$ cat config.mk
export PLATFORM = sky130hd
export DESIGN_NAME = packet_injector
export DESIGN_NICKNAME = d
export VERILOG_FILES = /design/src/rtl/noc_pkg.sv /design/src/rtl/packet_injector.sv
export SDC_FILE = /design/constraint.sdc
export NUM_CORES = 1
export LEC_CHECK = 0
export CORE_MARGIN = 5
export CORE_UTILIZATION = 48
export CTS_BUF_LIST = sky130_fd_sc_hd__clkbuf_8
export DETAILED_ROUTE_END_ITERATION = 10
export HOLD_SLACK_MARGIN = 0.05
export PLACE_DENSITY = 0.82
export REMOVE_ABC_BUFFERS = 1
export SLEW_MARGIN = 0
export SYNTH_ARGS = -nofsm -noshare
export SYNTH_HDL_FRONTEND = slang
export SYNTH_SLANG_ARGS = --single-unit
$ cat constraint.sdc
create_clock -name clk -period 2.9 [get_ports clk]
set_input_delay 0.435 -clock clk [delete_from_list [all_inputs] [get_ports clk]]
set_output_delay 0.435 -clock clk [all_outputs]
set_load 0.03 [all_outputs]
$ cat src/rtl/noc_pkg.sv
// Shared types for the NoC local-port blocks: flit and address types,
// the injector state enum and the source-address helper.
package noc_pkg;

  localparam int FLIT_W = 16;

  typedef logic [FLIT_W-1:0] flit_t;
  typedef logic [7:0]        addr_t;

  typedef enum logic [1:0] {
    IDLE,
    HEAD,
    BODY
  } st_t;

  function automatic addr_t make_src(input logic [3:0] x, input logic [3:0] y);
    return {x, y};
  endfunction

endpackage

$ cat src/rtl/packet_injector.sv
// Local-node packet injector: sends one header flit, then the payload flits,
// under router-buffer backpressure, and keeps packet and flit statistics.
module packet_injector
  import noc_pkg::*;
#(
  parameter int NODE_X = 0,
  parameter int NODE_Y = 0
) (
  input  logic        clk,
  input  logic        reset,
  input  logic        req_valid,
  input  logic [7:0]  req_dest,
  input  logic [7:0]  req_len,
  output logic        req_ready,
  input  logic        pay_valid,
  input  logic [15:0] pay_data,
  output logic        pay_ready,
  input  logic        buffer_full_in,
  output logic        sending_data,
  output logic [15:0] data_out,
  output logic        busy,
  output logic [15:0] pkt_count,
  output logic [15:0] flit_count
);

  localparam addr_t SRC_ADDR = make_src(4'(NODE_X), 4'(NODE_Y));

  st_t        state, state_nxt;
  addr_t      dest_q;
  logic [7:0] len_q;
  logic [7:0] remaining;
  logic       pkt_done;
  logic       body_send;

  assign busy      = (state != IDLE);
  assign body_send = pay_valid && !buffer_full_in;

  always_comb begin
    state_nxt    = state;
    req_ready    = 1'b0;
    pay_ready    = 1'b0;
    sending_data = 1'b0;
    data_out     = '0;
    pkt_done     = 1'b0;
    case (state)
      IDLE: begin
        req_ready = 1'b1;
        if (req_valid) state_nxt = HEAD;
      end
      HEAD: begin
        data_out     = {SRC_ADDR, dest_q};
        sending_data = !buffer_full_in;
        if (!buffer_full_in) begin
          if (len_q == 8'd0) begin
            pkt_done  = 1'b1;
            state_nxt = IDLE;
          end else begin
            state_nxt = BODY;
          end
        end
      end
      BODY: begin
        data_out     = pay_data;
        pay_ready    = !buffer_full_in;
        sending_data = body_send;
        // completion only on a real send of the final flit
        if (body_send && remaining == 8'd1) begin
          pkt_done  = 1'b1;
          state_nxt = IDLE;
        end
      end
      default: state_nxt = IDLE;
    endcase
  end

  always_ff @(posedge clk or posedge reset) begin
    if (reset) begin
      state      <= IDLE;
      dest_q     <= '0;
      len_q      <= '0;
      remaining  <= '0;
      pkt_count  <= '0;
      flit_count <= '0;
    end else begin
      state <= state_nxt;
      if (state == IDLE && req_valid) begin
        dest_q <= req_dest;
        len_q  <= req_len;
      end
      if (state == HEAD && sending_data && len_q != 8'd0) begin
        remaining <= len_q;
      end else if (state == BODY && sending_data) begin
        remaining <= remaining - 8'd1;
      end
      if (sending_data) flit_count <= flit_count + 16'd1;
      if (pkt_done)     pkt_count  <= pkt_count + 16'd1;
    end
  end

endmodule

==> flow_summary.toml <==
[status]
status = "finished clean"

[power_and_ir_drop]
ir_drop_v = 0.000560
pwr_density_cell_nw_per_um2 = 792
power_leakage_nw = 1.70

[logic_synthesis]
yosysWarningCount = 0
synth-edff-count = 0
synth_top_area_cell = "dfrtp_1"
ys_seq_area_frac = 0.500
yosysMostFrequentCell = "dfrtp_1"
synth-seq-cells = 58
synth-xor-area-share = 0.106
synth_compound_area_frac = 0.0479
yosys.area.top_type_share = 0.500
syn_area_sq_um = 2900
synth-simple-area-share = 0.197
synth-main-ff-cell = "dfrtp_1"
synth_fa_ha_area_frac = 0.0345
synthCells = 262
synth_area_per_cell_sq_um = 11.1
yosys-top-cells-count = "dfrtp_1, xnor2_1, mux2_2"
synth_top_family_by_area = "simple AND/OR/NAND/NOR gates"
synth_cell_types = 36
yosys-top-cells-area = "dfrtp_1, xnor2_1, mux2_2"
synthArstFlopShare = 1.00
synthMuxAreaShare = 0.0889

[die]
coreArea_sq_um = 5890
initial_core_util = 0.493
die_y_um = 87.7
pin_count = 89
rows = 28
fp.dieArea_sq_um = 7700
die_w_um = 87.7

[routing]
antenna_left = 0
vias = 2258
wl_per_cell_um = 15.3
firstDrtPassIters = 4
detail_route.iter0.violations = 79
totalWireLength_um = 6560
detail_route.drc_violations = 0
routed_via_density = 5.25

[global_routing]
grt_max_degree = 34
grt_overflow = 0
grt_pass1_wl_um = 10900
antenna_found_initial = 0
grt_util_all_layers = 0.182
first_global_vias = 2280

[worst_setup_path]
arrival_ps = 2300
crit_fanout = 13
crit_path_top_delay_cell = "clkdlybuf4s50_1"
start_kind = "flop"
reg2regPathDepth = 7
r2r_slack_ps = 470
cp.required_ps = 2470
cpPeakStageDelay_ps = 680
critPathCaptureType = "output port"
crit_chain = "inv_1 -> ha_1 -> a22oi_1 -> nor2b_1 -> clkdlybuf4s50_1"
crit_end = "data_out[3]"
crit_type = "reg2out"
r2r_start = "state[1]"
r2r_end = "flit_count[13]"
critPathLaunch = "state[1]"

[final_layout]
drive_gt1_frac = 0.124
register_area_sq_um = 1450
finalNetCount = 397
final.fill_count = 456
antenna_cells = 0
syn_to_final_growth_pct = 38.7
multi_input_area_sq_um = 1380
fin_cells = 430

[placement]
place_inst = 416
gp_congestion = 0.858
io_buffers = 88
hpwl_um = 4730

[clock_network]
cts_tree = "yes"
cts_max_level = 3
clk_pin_slew_ps = 70
clk_path_buf_depth = 2
clk_latency_ps = 330
cts_made_buffers = 9
cts-root-buf = "clkbuf_8"
cts.sinks = 58

[timing]
min_period_ps = 2730
fin_crit_sh = 0.942
worstMarginPinSlew_ps = 654
final.setup_skew_ps = 8.51
slew_viol_final = 0
slew_headroom = 0.563
final.setup.tns_ps = 0
rsz0062_at_grt = "false"
setup-violations-final = 0
finalHoldViolations = 0
max_clock_freq_mhz = 366

[min_path]
hold_path.class = "reg2reg"

[flow_run]
max_cap_violations = 0
==> what timing repair did <==
| item | in CTS | in global routing |
|---|---|---|
| hold buffers | 0 | 0 |
| endpoints found under the setup margin | 4 | 0 |
| resized for setup | 1 | 0 |
| setup buffers | 0 | 0 |
==> area by class of cell <==
class                      count  area share
clock buffer                  10      0.0342
timing repair buffer          91       0.227
sequential                    58       0.361
tap                           75      0.0233
clock inverter                 4     0.00529
inverter                       7     0.00653
multi-input combinational    185       0.343
==> layout by cell type, fill, tap and decap left out, types with 4 or more instances in the layout <==
cell              n
and2_1           11
dfrtp_1          58
and4_1            4
a22oi_1           9
clkdlybuf4s50_1  87
and3_1            9
xor2_1            8
nand2_1          11
nand4_1          16
mux2_2           20
inv_1             7
nor2_1           12
xnor2_1          27
clkbuf_8         10
ha_1              7
a21oi_1           6
nand3_1          10
nor2b_1           9
==> through the flow <==
stage	hold WS [ps]	worst slack, ps	utilization	power, mW	cell area [sq um]
2_1_floorplan	480	169	-	2.08	2850
3_3_place_gp	461	305	0.656	2.53	3860
3_5_place_dp	465	234	0.656	2.57	3860
4_1_cts	474	170	0.683	3.20	4020
5_1_grt	484	17.4	0.683	3.38	4020
6_report	466	169	0.683	3.18	4020
==> critical path: cells and delay by family (launching register included) <==
kind | cells | cell delay (ps)
AND/OR/NAND/NOR | 1 | 150
buffers and inverters | 2 | 800
AO/OA/AOI/OAI | 1 | 130
flip-flops | 1 | 400
adder cells (fa/ha/maj) | 1 | 490
==> flip-flops by register name, summed over array words and instances (netlist names) <==
name / count
dest_q: 8
flit_count: 16
len_q: 8
pkt_count: 16
remaining: 8
state: 2
==> metal layers <==
layer	track usage	vias up	part of all wire	wire [um]
li1	-	1099	-	-
met1	0.235	1090	0.45	2970
met2	0.295	59	0.48	3150
met3	0.0367	10	0.052	340
met4	0.0865	0	0.016	107
met5	0	-	0	0
==> cells by family after synthesis <==
group,after synthesis
mux,23
xor+xnor,35
simple gates,98
flops,58
compound gates,21
fa+ha+maj,8
buf+inv,19
==> power breakdown <==
part / internal (mW) / total [mW] / switching (mW)
combinational: 0.642 / 1.33 / 0.690
sequential: 1.03 / 1.23 / 0.199
clock: 0.317 / 0.626 / 0.308
total: 1.99 / 3.18 / 1.20
==> worst min-delay path by stage <==
stage                   from             to  slack, ps  depth (start not counted)
3_5_place_dp   pkt_count[15]  pkt_count[15]        460                          1
5_1_grt        pkt_count[15]  pkt_count[15]        480                          1
2_1_floorplan      dest_q[0]      dest_q[0]        480                          1
4_1_cts        pkt_count[15]  pkt_count[15]        470                          1
3_3_place_gp   pkt_count[15]  pkt_count[15]        460                          1
6_report       pkt_count[15]  pkt_count[15]        470                          1
No activity file was read; power rests on OpenSTA's default activity.
